===== config.mk =====
export PLATFORM = sky130hd
export DESIGN_NAME = funct_generator_wave_gen
export DESIGN_NICKNAME = d
export VERILOG_FILES = /design/src/rtl/funct_generator_wave_gen.sv
export SDC_FILE = /design/constraint.sdc
export NUM_CORES = 1
export LEC_CHECK = 0
export CAP_MARGIN = 20
export CORE_MARGIN = 1.5
export CORE_UTILIZATION = 35
export DETAILED_ROUTE_END_ITERATION = 16
export HOLD_SLACK_MARGIN = 0.05
export MAX_ROUTING_LAYER = met4
export SYNTH_ARGS = -nofsm -noshare
export SYNTH_HDL_FRONTEND = slang
export SYNTH_SLANG_ARGS = --single-unit

===== constraint.sdc =====
create_clock -name clk -period 2.8 [get_ports clk]
set_input_delay 0.42 -clock clk [delete_from_list [all_inputs] [get_ports clk]]
set_output_delay 0.42 -clock clk [all_outputs]
set_load 0.005 [all_outputs]

===== src/rtl/funct_generator_wave_gen.sv =====
// Waveform sample generator (sawtooth/triangle/square/constant) with a valid/ready output stream.
// Optional inter-sample gap enabled by FG_WAVE_PRESCALE_EN.
module funct_generator_wave_gen #(
   parameter int DATA_WIDTH = 8,
   parameter int CNT_WIDTH  = 16
) (
   input  logic                  clk,
   input  logic                  rst,
   input  logic                  start,
   input  logic                  stop,
   input  logic [1:0]            wave_sel,
   input  logic [DATA_WIDTH-1:0] step,
`ifdef FG_WAVE_PRESCALE_EN
   input  logic [7:0]            prescale,
`endif
   input  logic                  sample_ready,
   output logic [DATA_WIDTH-1:0] sample_data,
   output logic                  sample_valid,
   output logic                  reg_clr,
   output logic                  busy,
   output logic [CNT_WIDTH-1:0]  sample_count,
   output logic [1:0]            state_dbg
);

   // Stream handshake: a sample transfers on any rising edge where sample_valid and
   // sample_ready are both high; sample_data is stable while valid is high without ready.

   typedef enum logic [1:0] {S_IDLE = 2'd0, S_RUN = 2'd1, S_DRAIN = 2'd2} state_t;

   state_t                state, state_n;
   logic [1:0]            wave_q, wave_n;
   logic [DATA_WIDTH-1:0] step_q, step_n;
   logic [DATA_WIDTH-1:0] phase, phase_n, nxt_phase;
   logic                  dir, dir_n, nxt_dir;
   logic [DATA_WIDTH-1:0] data_n;
   logic                  valid_n, clr_n;
   logic [CNT_WIDTH-1:0]  count_n;
   logic [DATA_WIDTH:0]   sum;
   logic                  xfer;
`ifdef FG_WAVE_PRESCALE_EN
   logic [7:0]            pre_q, pre_n, gap_cnt, gap_n;
`endif

   function automatic logic [DATA_WIDTH-1:0] wave_map(input logic [1:0] w,
                                                      input logic [DATA_WIDTH-1:0] p,
                                                      input logic [DATA_WIDTH-1:0] s);
      case (w)
         2'd2:    wave_map = p[DATA_WIDTH-1] ? '0 : '1;
         2'd3:    wave_map = s;
         default: wave_map = p;
      endcase
   endfunction

   assign xfer      = sample_valid & sample_ready;
   assign busy      = (state != S_IDLE);
   assign state_dbg = state;

   // dir: 0 = counting up, 1 = counting down (triangle only)
   always_comb begin
      sum       = {1'b0, phase} + {1'b0, step_q};
      nxt_phase = sum[DATA_WIDTH-1:0];
      nxt_dir   = dir;
      if (wave_q == 2'd1) begin
         if (!dir) begin
            if (sum[DATA_WIDTH]) begin
               nxt_phase = '1;
               nxt_dir   = 1'b1;
            end
         end else if (phase < step_q) begin
            nxt_phase = '0;
            nxt_dir   = 1'b0;
         end else begin
            nxt_phase = phase - step_q;
         end
      end
   end

   always_comb begin
      state_n = state;
      wave_n  = wave_q;
      step_n  = step_q;
      phase_n = phase;
      dir_n   = dir;
      data_n  = sample_data;
      valid_n = sample_valid;
      clr_n   = 1'b0;
      count_n = sample_count;
`ifdef FG_WAVE_PRESCALE_EN
      pre_n   = pre_q;
      gap_n   = gap_cnt;
`endif
      case (state)
         S_IDLE: begin
            if (start && !stop) begin
               state_n = S_RUN;
               wave_n  = wave_sel;
               step_n  = step;
               phase_n = '0;
               dir_n   = 1'b0;
               count_n = '0;
               clr_n   = 1'b1;
               valid_n = 1'b1;
               data_n  = wave_map(wave_sel, '0, step);
`ifdef FG_WAVE_PRESCALE_EN
               pre_n   = prescale;
               gap_n   = 8'd0;
`endif
            end
         end
         S_RUN: begin
`ifdef FG_WAVE_PRESCALE_EN
            if (!sample_valid) begin
               // Gap between samples: phase already advanced, sample appears at gap end
               if (stop) begin
                  state_n = S_IDLE;
                  gap_n   = 8'd0;
               end else if (gap_cnt <= 8'd1) begin
                  gap_n   = 8'd0;
                  valid_n = 1'b1;
                  data_n  = wave_map(wave_q, phase, step_q);
               end else begin
                  gap_n   = gap_cnt - 8'd1;
               end
            end else
`endif
            if (xfer) begin
               count_n = sample_count + 1'b1;
               phase_n = nxt_phase;
               dir_n   = nxt_dir;
               if (stop) begin
                  state_n = S_IDLE;
                  valid_n = 1'b0;
               end else begin
`ifdef FG_WAVE_PRESCALE_EN
                  if (pre_q != 8'd0) begin
                     valid_n = 1'b0;
                     gap_n   = pre_q;
                  end else
`endif
                  data_n = wave_map(wave_q, nxt_phase, step_q);
               end
            end else if (stop) begin
               state_n = S_DRAIN;
            end
         end
         S_DRAIN: begin
            if (xfer) begin
               count_n = sample_count + 1'b1;
               state_n = S_IDLE;
               valid_n = 1'b0;
            end
         end
         default: state_n = S_IDLE;
      endcase
   end

   always_ff @(posedge clk or negedge rst) begin
      if (!rst) begin
         state        <= S_IDLE;
         wave_q       <= 2'd0;
         step_q       <= '0;
         phase        <= '0;
         dir          <= 1'b0;
         sample_data  <= '0;
         sample_valid <= 1'b0;
         reg_clr      <= 1'b0;
         sample_count <= '0;
`ifdef FG_WAVE_PRESCALE_EN
         pre_q        <= 8'd0;
         gap_cnt      <= 8'd0;
`endif
      end else begin
         state        <= state_n;
         wave_q       <= wave_n;
         step_q       <= step_n;
         phase        <= phase_n;
         dir          <= dir_n;
         sample_data  <= data_n;
         sample_valid <= valid_n;
         reg_clr      <= clr_n;
         sample_count <= count_n;
`ifdef FG_WAVE_PRESCALE_EN
         pre_q        <= pre_n;
         gap_cnt      <= gap_n;
`endif
      end
   end

endmodule


==> qor.log <==
INFO  synthesis      yosysWarningCount=0
INFO  routing        detail_route.wl_per_cell=15.5µm
INFO  floorplanning  initial_core_util=0.362
INFO  worst_setup_path ff2ff_path_depth=8
INFO  global_routing grt_pass1_vias=2944
INFO  worst_setup_path cp_max_fo=5
INFO  clock_tree     cts_max_level=2
INFO  job            timing.max_cap.violations=0
INFO  global_routing grt_remaining_overflow=0
INFO  timing         rsz0062_at_grt=no
INFO  global_routing grt_antenna_before_repair=0
INFO  global_routing grt_util_met1=0.264
INFO  floorplanning  fp.coreArea=9240µm²
INFO  synthesis      synth-edff-count=0
INFO  global_routing grt.met2_usage=0.281
INFO  outcome        outcome=finished clean
INFO  clock_tree     worst_skew_pair.late_latency=0.30ns
INFO  synthesis      synth.ff_latch_count=47
INFO  worst_setup_path r2r_end=sample_data[2]
INFO  routing        post_drt_via_cell_ratio=5.37
INFO  worst_setup_path crit_path_cell_trace=ha_1 > fa_1 > nand2b_1 > a221oi_1 > a211oi_2 > nor3_2 > o41ai_1 > a41oi_1
INFO  synthesis      synthesis.area=3340µm²
INFO  place          place_ws=0.0417ns
INFO  floorplanning  die_area=10100µm²
INFO  place          globalplace.congestion=0.940
INFO  worst_setup_path critical_path.startpoint_type=register
INFO  synthesis      postSynthAreaPerCell=8.42µm²
INFO  clock_tree     cts_max_path_buffers=2
INFO  synthesis      yosysSeqAreaShare=0.352
INFO  clock_tree     cts_buffers=5
INFO  worst_setup_path timing.rr.start=step_q[0]
INFO  worst_setup_path critical_path.n_buffers_inverters=0
INFO  timing         timing_max_transition_violations_final=0
INFO  worst_setup_path crit_path_top_delay_cell=dfrtp_1
INFO  timing         fmax=0.386GHz
INFO  timing         finalSetupViolations=0
INFO  floorplanning  ioPinCount=44
INFO  worst_setup_path crit_path_start=step_q[0]
INFO  timing         worst-slew-pin-transition=0.646ns
INFO  worst_setup_path worst-endpoint-required=2.97ns
INFO  routing        vias=3107
INFO  routing        drt_iter0_markers=232
INFO  synthesis      post_synth_inst_count=397
INFO  timing         final_critical_path_setup_slack=0.208ns
INFO  timing         setup_total_negative_slack=0ns
INFO  worst_setup_path max_stage_delay=0.44ns
INFO  layout         proportion_of_layout_cells_with_a_drive_suffix_above_1=0.0978
INFO  clock_tree     tritoncts_num_sinks=47
INFO  place          io_buffers=43
INFO  timing         worst_clock_skew=0.00805ns
INFO  clock_tree     tritoncts=yes
INFO  timing         fin_crit=2.59ns
INFO  global_routing grt_start_max_net_pins=25
INFO  min_path       worst_hold_path_type=input pin to asynchronous set/reset pin
INFO  floorplanning  rows=35
INFO  clock_tree     cts_setup_buffers=0
INFO  pwr            worst_ir_drop_on_vdd=0.512mV
INFO  worst_setup_path cp-end-kind=register
INFO  floorplanning  die-height=101µm
INFO  floorplanning  die_w=101µm
INFO  global_routing global_route.usage.total=0.191
INFO  clock_tree     cts_root_buf=clkbuf_8
INFO  routing        routed_wl=8990µm
INFO  routing        drt-pass1-iter-count=5
INFO  routing        final_antenna_net_count=0
INFO  clock_tree     clkSlewWorstSetupHoldPaths=0.09ns
INFO  layout         n_antenna_cell=0
INFO  layout         nNetsFinal=487
INFO  synthesis      yosys.cell_count.top_type=dfrtp_1
INFO  global_routing met3_usage=0.0374
INFO  layout         area_growth=23.8%
INFO  global_routing global_route.peak_usage_layer=met2
INFO  synthesis      synthDominantCellAreaShare=0.352
INFO  clock_tree     post_cts_resized=1
INFO  worst_setup_path timing_worst_setup_path_type=register to register
INFO  worst_setup_path worst_path_dominant_cell_family=compound AO/OA/AOI/OAI gates
INFO  synthesis      synthesis.nets=435
INFO  timing         hold_viol=0
INFO  timing         max-slew-margin-rel=0.569
INFO  synthesis      netlist_top_cells_area=dfrtp_1, ha_1, o21ai_0
INFO  global_routing grt_first_pass_wirelength=14800µm
INFO  timing         final_min_period_over_clock_period=0.926
INFO  clock_tree     count_of_hold_buffers_inserted_by_post_cts_repair=0
INFO  pwr            p_per_area=1040nW/µm²
INFO  synthesis      synthFlopType=dfrtp_1
INFO  routing        post-route-drc-count=0
INFO  place          detailed_placement_hpwl=6910µm
INFO  worst_setup_path critical_path_arrival=2.76ns
INFO  layout         finalCoreUtilization=0.448
INFO  worst_setup_path register_to_register_setup_slack=0.21ns
INFO  synthesis      synth_common_cells=dfrtp_1, nand2_1, o21ai_0
INFO  synthesis      synth_cell_type_count=58
INFO  synthesis      postSynth.asyncResetShare=1.00
INFO  pwr            total_leakage_power=1.81nW
INFO  synthesis      synth.largest_area_cell=dfrtp_1
kinds of logic (layout without fill, tap and decap cells):
family / count (synthesis) / after routing / synth area share
and+or+nand+nor: 141 / 141 / 0.206
AOI/OAI and AO/OA: 120 / 120 / 0.238
xor gates and xnor gates: 12 / 12 / 0.0314
buffers and inverters: 46 / 99 / 0.0558
muxes: 8 / 8 / 0.0266
adders and majority gates: 23 / 23 / 0.0906
DFF: 47 / 47 / 0.352
registers in the layout, summed over array words and instances, names as in the netlist:
register and flops:
state_dbg 2, step_q 8, sample_count 16, reg_clr 1, phase 8, sample_valid 1, dir 1, wave_q 2
sample_data 8
cell usage in the layout, fill, tap and decap left out, types with 5 or more instances in the layout:
cell / netlist / layout
clkdlybuf4s50_1: 0 / 42
dfrtp_1: 47 / 47
nand2b_1: 15 / 15
a21oi_1: 30 / 30
mux2_2: 7 / 7
or3_1: 6 / 6
xor2_1: 6 / 6
buf_4: 0 / 18
ha_1: 21 / 21
o21ai_0: 37 / 37
clkbuf_8: 0 / 5
nand2_1: 40 / 40
or2_2: 5 / 5
nor3_1: 14 / 13
xnor2_1: 6 / 6
nand3_1: 11 / 11
nor2b_1: 9 / 9
inv_1: 30 / 30
nor2_1: 27 / 27
worst max-delay path by stage:
| stage | cells after the start | slack (ns) | to |
|---|---|---|---|
| global route | 8 | 0.01 | sample_data[2] |
| finish | 8 | 0.21 | sample_data[2] |
| global placement | 8 | 0.18 | sample_data[2] |
| CTS | 8 | 0.19 | sample_data[2] |
| floorplan | 8 | 0.44 | sample_data[2] |
| detailed placement | 8 | 0.04 | sample_data[2] |
metrics by stage:
| step | cells | hold WS (ns) | total power [mW] | instance area [µm²] |
|---|---|---|---|---|
| after detailed placement | 571 | 0.443 | 3.67 | 4000 |
| after global routing | 579 | 0.137 | 4.65 | 4140 |
| after floorplan | 397 | 0.124 | 2.79 | 3340 |
| after CTS | 579 | 0.107 | 4.29 | 4130 |
| final | 579 | 0.0934 | 4.31 | 4140 |
| after global placement | 571 | 0.449 | 3.66 | 4000 |
where the power goes:
part           internal (mW)  switching, mW  total (mW)
Sequential             0.896          0.234        1.13
Clock                  0.357          0.231       0.588
Combinational           1.14           1.44        2.59
Total                   2.40           1.91        4.31
per-layer routing:
metal	up-vias	part of all wire
met5	-	0
met2	89	0.45
met1	1490	0.47
li1	1515	-
met3	13	0.060
met4	0	0.017
final cells by class:
| type | instances | area, µm² |
|---|---|---|
| fill | 925 | 5100 |
| multi-input combinational | 304 | 2000 |
| tap | 129 | 161 |
| inverter | 30 | 113 |
| clock inverter | 2 | 60.1 |
| timing repair buffer | 61 | 561 |
| sequential | 47 | 1180 |
| clock buffer | 6 | 72.6 |
Power figures use the tool's default switching activity.
